<file path="src/rtl/rect_layer_render.sv">
// rect_layer_render: double-buffered multi-rectangle pixel renderer, 2-cycle latency; RECT_BORDER_EN inverts each rectangle's outer ring
module rect_layer_render #(
    parameter int          CORDW     = 16,
    parameter int          NUM_RECTS = 4,
    parameter int          IDXW      = 2,
    parameter int          H_OFFS    = 0,
    parameter int          V_OFFS    = 0,
    parameter logic [11:0] BG_COLOR  = 12'h142
) (
    input  logic                 clk_pix,
    input  logic                 rst_pix,
    input  logic                 frame_start,
    input  logic                 de,
    input  logic [CORDW-1:0]     sx,
    input  logic [CORDW-1:0]     sy,
    input  logic                 is_prog_mode,
    input  logic                 wr_en,
    input  logic [IDXW-1:0]      wr_idx,
    input  logic [4*CORDW+12:0]  wr_data,
    input  logic                 commit,
    output logic [3:0]           dispcolor_r,
    output logic [3:0]           dispcolor_g,
    output logic [3:0]           dispcolor_b,
    output logic                 de_out
);
    localparam int DW = 4*CORDW+13;
    localparam logic [CORDW:0] HO  = H_OFFS[CORDW:0];
    localparam logic [CORDW:0] VO  = V_OFFS[CORDW:0];
    localparam logic [CORDW:0] ONE = 1;

    logic [DW-1:0]  shadow_q [NUM_RECTS];
    logic [DW-1:0]  shadow_d [NUM_RECTS];
    logic [DW-1:0]  active_q [NUM_RECTS];
    logic [DW-1:0]  active_d [NUM_RECTS];
    logic           commit_pending_q, commit_pending_d;
    logic           swap;
    logic [11:0]    col1_q, col1_d;
    logic           de1_q, prog1_q;
    logic [11:0]    color_q, color_d;
    logic           de_out_q;
    logic           hit_s [NUM_RECTS];
    logic [11:0]    col_s [NUM_RECTS];
    logic [CORDW:0] sxe, sye;

    assign sxe  = {1'b0, sx};
    assign sye  = {1'b0, sy};
    assign swap = frame_start && (commit_pending_q || commit);

    // Per-slot hit test against the active table; edges are widened by one bit so they clip instead of wrapping
    for (genvar i = 0; i < NUM_RECTS; i++) begin : g_slot
        logic [DW-1:0]  e;
        logic [CORDW:0] xl, xr, yl, yr;
        assign e  = active_q[i];
        assign xl = {1'b0, e[4*CORDW-1 -: CORDW]} + HO;
        assign xr = {1'b0, e[4*CORDW-1 -: CORDW]} + {1'b0, e[2*CORDW-1 -: CORDW]} + HO;
        assign yl = {1'b0, e[3*CORDW-1 -: CORDW]} + VO;
        assign yr = {1'b0, e[3*CORDW-1 -: CORDW]} + {1'b0, e[CORDW-1:0]} + VO;
        assign hit_s[i] = e[DW-1] && sxe >= xl && sxe < xr && sye >= yl && sye < yr;
`ifdef RECT_BORDER_EN
        logic border;
        assign border   = sxe == xl || sxe == xr - ONE || sye == yl || sye == yr - ONE;
        assign col_s[i] = border ? ~e[DW-2 -: 12] : e[DW-2 -: 12];
`else
        assign col_s[i] = e[DW-2 -: 12];
`endif
    end

    // Table writes, deferred commit and frame-aligned shadow-to-active copy (copy sees pre-write shadow)
    always_comb begin
        for (int i = 0; i < NUM_RECTS; i++) begin
            shadow_d[i] = (wr_en && wr_idx == IDXW'(i)) ? wr_data : shadow_q[i];
            active_d[i] = swap ? shadow_q[i] : active_q[i];
        end
        commit_pending_d = swap ? 1'b0 : (commit_pending_q || commit);
    end

    // S1 priority select: scanning downward lets the lowest-index hit win
    always_comb begin
        col1_d = BG_COLOR;
        for (int i = NUM_RECTS-1; i >= 0; i--)
            col1_d = hit_s[i] ? col_s[i] : col1_d;
    end

    // S2 blanking: black outside de or when not in program mode
    always_comb color_d = (de1_q && prog1_q) ? col1_q : 12'h000;

    // State and pipeline registers
    always_ff @(posedge clk_pix) begin
        if (rst_pix) begin
            for (int i = 0; i < NUM_RECTS; i++) begin
                shadow_q[i] <= '0;
                active_q[i] <= '0;
            end
            commit_pending_q <= 1'b0;
            col1_q           <= '0;
            de1_q            <= 1'b0;
            prog1_q          <= 1'b0;
            color_q          <= '0;
            de_out_q         <= 1'b0;
        end else begin
            shadow_q         <= shadow_d;
            active_q         <= active_d;
            commit_pending_q <= commit_pending_d;
            col1_q           <= col1_d;
            de1_q            <= de;
            prog1_q          <= is_prog_mode;
            color_q          <= color_d;
            de_out_q         <= de1_q;
        end
    end

    assign dispcolor_r = color_q[11:8];
    assign dispcolor_g = color_q[7:4];
    assign dispcolor_b = color_q[3:0];
    assign de_out      = de_out_q;
endmodule
</file>
<file path="config.mk">
export PLATFORM = sky130hd
export DESIGN_NAME = rect_layer_render
export DESIGN_NICKNAME = d
export VERILOG_FILES = /design/src/rtl/rect_layer_render.sv
export SDC_FILE = /design/constraint.sdc
export NUM_CORES = 2
export LEC_CHECK = 0
export ABC_CLOCK_PERIOD_IN_PS = 7700
export CAP_MARGIN = 40
export CORE_MARGIN = 1
export CORE_UTILIZATION = 57
export CTS_BUF_LIST = sky130_fd_sc_hd__clkbuf_8
export DETAILED_ROUTE_END_ITERATION = 6
export PLACE_DENSITY = 0.75
export SLEW_MARGIN = 30
export SYNTH_ARGS = -nofsm -noshare
export SYNTH_HDL_FRONTEND = slang
export SYNTH_SLANG_ARGS = --single-unit
</file>
<file path="constraint.sdc">
create_clock -name clk_pix -period 7.7 [get_ports clk_pix]
set_input_delay 1.54 -clock clk_pix [delete_from_list [all_inputs] [get_ports clk_pix]]
set_output_delay 1.54 -clock clk_pix [all_outputs]
set_load 0.02 [all_outputs]
</file>
==> metrics.txt <==
status=finished clean; routed wire length on met3=6490 um; WL final=91,200 um; initial DRC count=about 2,700; area share of the leading cell type in the synthesized netlist=0.391; Mapped Nets=4,735; ys flop type=dfxtp_1; max layer used=met4; Cell variety after synth=77; via-per-instance ratio=5.70; clock skew=0.0329 ns; critical path class=flip-flop to flip-flop; Tcrit/Tclk final=0.695; initial antenna violation count=3; fin crit period=5.35 ns; CTS max path bufs=3; r2r setup slk=2.35 ns; pin count of the biggest net entering global routing=239; Worst Reg-to-Reg Cells=17; reg-to-reg endpoint=col1_q[6]$_SDFF_PP0_; fin. max-slew vios=0; VDD IR max=between 0.15 and 0.2 mV; Initial Util=0.581; ys async rst share=0; IO Count=131; crit start category=flip-flop; post-CTS sizing=0; Final GP Congestion=just under 1; Ys Warns=0; core area=56,800 sq um; hold_buf cts=0; die area=58,900 sq um; largest cells by area after synthesis=dfxtp_1 39%, nand2_1 15%, ha_1 14%, a21oi_1 12%, clkbuf_1 2.3%; worst min-delay path category=flip-flop to flip-flop; layout cells sized above 1=0.0520; total CTS buffers=around 110; Max FO, Critical Path=12; Worst setup EP type=flip-flop; First-pass DRT Iterations=5; Fill cells=5,020; Final setup viols=0; GR Util All Layers=0.305; # Post-CTS Setup Buffers=0; met2 wire len=39,600 um; number of global-route vias before repair=about 27,000; Yosys top cell by area=dfxtp_1; IO buf count=130; area delta synth->final=12.6%; Seq/Total Area, Yosys=0.391; Max-Cap Viols=0; crit path to=col1_q[6]$_SDFF_PP0_; most frequent cells in the layout=1,318 x nand2_1, 761 x a21oi_1, 644 x dfxtp_1, 376 x ha_1, 215 x inv_1; most common cell after layout, fill and taps aside=nand2_1; Clock H-tree levels=3; pwr dens=just under 200 nW/um^2; CTS tree=built; Post-synth EDFFs=0; row count=between 80 and 90; Reg area=between 10,000 and 15,000 sq um; setup_tns=0 ns; P_leak=~14 nW; Reg-to-Reg Start=g_slot[2].e[32]$_SDFFE_PP0P_; synthesized area=about 33,000 sq um; Synth Register Bits=approximately 640; relative slew slack=0.289; DP HPWL=60,700 um; Max Fclk=0.187 GHz; Mean Syn Cell Area=7.80 sq um; M1 wire length=between 40,000 and 50,000 um; Post-DP Area=~35,000 sq um; multi-input logic area=18,700 sq um; critical path arrival=5.98 ns; worst skew pair latency=0.73 ns; WL/cell=17.8 um; vias post-DR=29,200; Root Driver=clkbuf_8; Chip Height=243 um; number of remaining DRC errors=0; Clock Sinks=644; die width=243 um; Hold Vio Cnt, Final=0; actual slew at the worst max-slew pin=1.07 ns; Worst Path Required=between 8 and 9 ns; Cells after Synth=4,233; crit path launch=g_slot[2].e[32]$_SDFFE_PP0P_; Finished Cell Area=37,200 sq um; RSZ-0062 raised after global routing=no; global-route wire length before repair=145,000 um; nets@finish=4,783; Routed Antenna Nets=0; GRT Residual Overflow=0; clock slew at reported path FFs=approximately 0.06 ns; post-layout util=0.654
logic make-up (layout without fill, tap and decap cells):
family / Yosys count / in the layout / share of synthesized area
other: 0 / 6 / 0
AND/OR/NAND/NOR: 1580 / 1580 / 0.194
XOR/XNOR: 101 / 101 / 0.0268
buffers and inverters: 402 / 534 / 0.0461
adder cells (fa/ha/maj): 384 / 384 / 0.147
AO/OA/AOI/OAI: 1122 / 1122 / 0.195
flip-flops: 644 / 644 / 0.391
layer usage:
layer  track usage  vias to the layer above
met5             0                        -
met4        0.0849                        0
met3        0.0414                      122
met2         0.465                      915
met1         0.448                    13700
li1              -                    14500
cell usage after synthesis (11+ instances only):
| master | instances |
|---|---|
| nor3b_1 | 11 |
| o2111ai_1 | 14 |
| ha_1 | 376 |
| xor2_1 | 49 |
| nor2_1 | 56 |
| nand4_1 | 20 |
| dfxtp_1 | 644 |
| nand2b_1 | 18 |
| o211ai_1 | 11 |
| a211oi_1 | 17 |
| nor2b_1 | 18 |
| o21ai_0 | 88 |
| clkbuf_1 | 198 |
| o221ai_1 | 12 |
| nor3_1 | 35 |
| and3_1 | 26 |
| o21a_1 | 18 |
| a31oi_1 | 27 |
| o21bai_1 | 21 |
| inv_1 | 185 |
| xnor2_1 | 52 |
| nand2_1 | 1318 |
| a21oi_1 | 761 |
| buf_1 | 14 |
| a21o_1 | 77 |
| nand3_1 | 38 |
stage by stage:
step           worst slack [ns]  hold WS [ns]  total power, mW  cells
2_1_floorplan              3.38         0.432             3.92   4233
3_3_place_gp               1.97         0.437             4.18   4923
3_5_place_dp               2.15         0.441             4.20   4928
4_1_cts                    2.42         0.425             7.35   5119
5_1_grt                    2.06         0.456             7.59   5124
6_report                   2.35         0.435             7.32   5127
critical path, stage by stage, from the launching register on:
cell and delay [ns]:
dfxtp_1 0.32, ha_1 0.22, fa_1 0.41, a21oi_1 0.22, a2bb2oi_1 0.45, a211oi_1 0.17, nor3_1 0.24, xor2_1 0.18
ha_1 0.27, a221o_1 0.35, a31oi_1 0.14, o211ai_1 0.11, a2111oi_1 0.69, nor3_2 0.16, clkbuf_4 0.25, or2_2 0.43
a311o_2 0.40, a311oi_1 0.26
power by group:
part | switching [mW] | internal (mW)
Combinational | 0.449 | 0.242
Clock | 1.42 | 1.76
Sequential | 0.0446 | 3.41
Total | 1.91 | 5.41
state kept, by name, indices dropped and copies added (netlist names):
register	count
commit_pending_q	1
col1_q	12
shadow_q	308
de1_q	1
de_out	1
prog1_q	1
g_slot.e	308
color_q	12
how the worst min path moves through the flow:
| stage | start | endpoint | slack (ns) | cells after the start |
|---|---|---|---|---|
| 2_1_floorplan | g_slot[0].e[76]$_SDFFE_PP0P_ | g_slot[0].e[76]$_SDFFE_PP0P_ | 0.43 | 2 |
| 5_1_grt | shadow_q[81]$_SDFFE_PP0P_ | g_slot[2].e[4]$_SDFFE_PP0P_ | 0.46 | 2 |
| 3_3_place_gp | shadow_q[108]$_SDFFE_PP0P_ | g_slot[2].e[31]$_SDFFE_PP0P_ | 0.44 | 2 |
| 6_report | shadow_q[139]$_SDFFE_PP0P_ | g_slot[2].e[62]$_SDFFE_PP0P_ | 0.43 | 2 |
| 4_1_cts | shadow_q[202]$_SDFFE_PP0P_ | g_slot[1].e[48]$_SDFFE_PP0P_ | 0.43 | 2 |
| 3_5_place_dp | shadow_q[81]$_SDFFE_PP0P_ | g_slot[2].e[4]$_SDFFE_PP0P_ | 0.44 | 2 |
final cells by class:
cell class,instances,area share
clock buffer,136,0.0504
multi-input combinational,3187,0.503
antenna,6,0.000404
clock inverter,55,0.0107
timing repair buffer,157,0.0448
inverter,186,0.0188
tap,756,0.0255
sequential,644,0.347
Power figures use the tool's default switching activity.
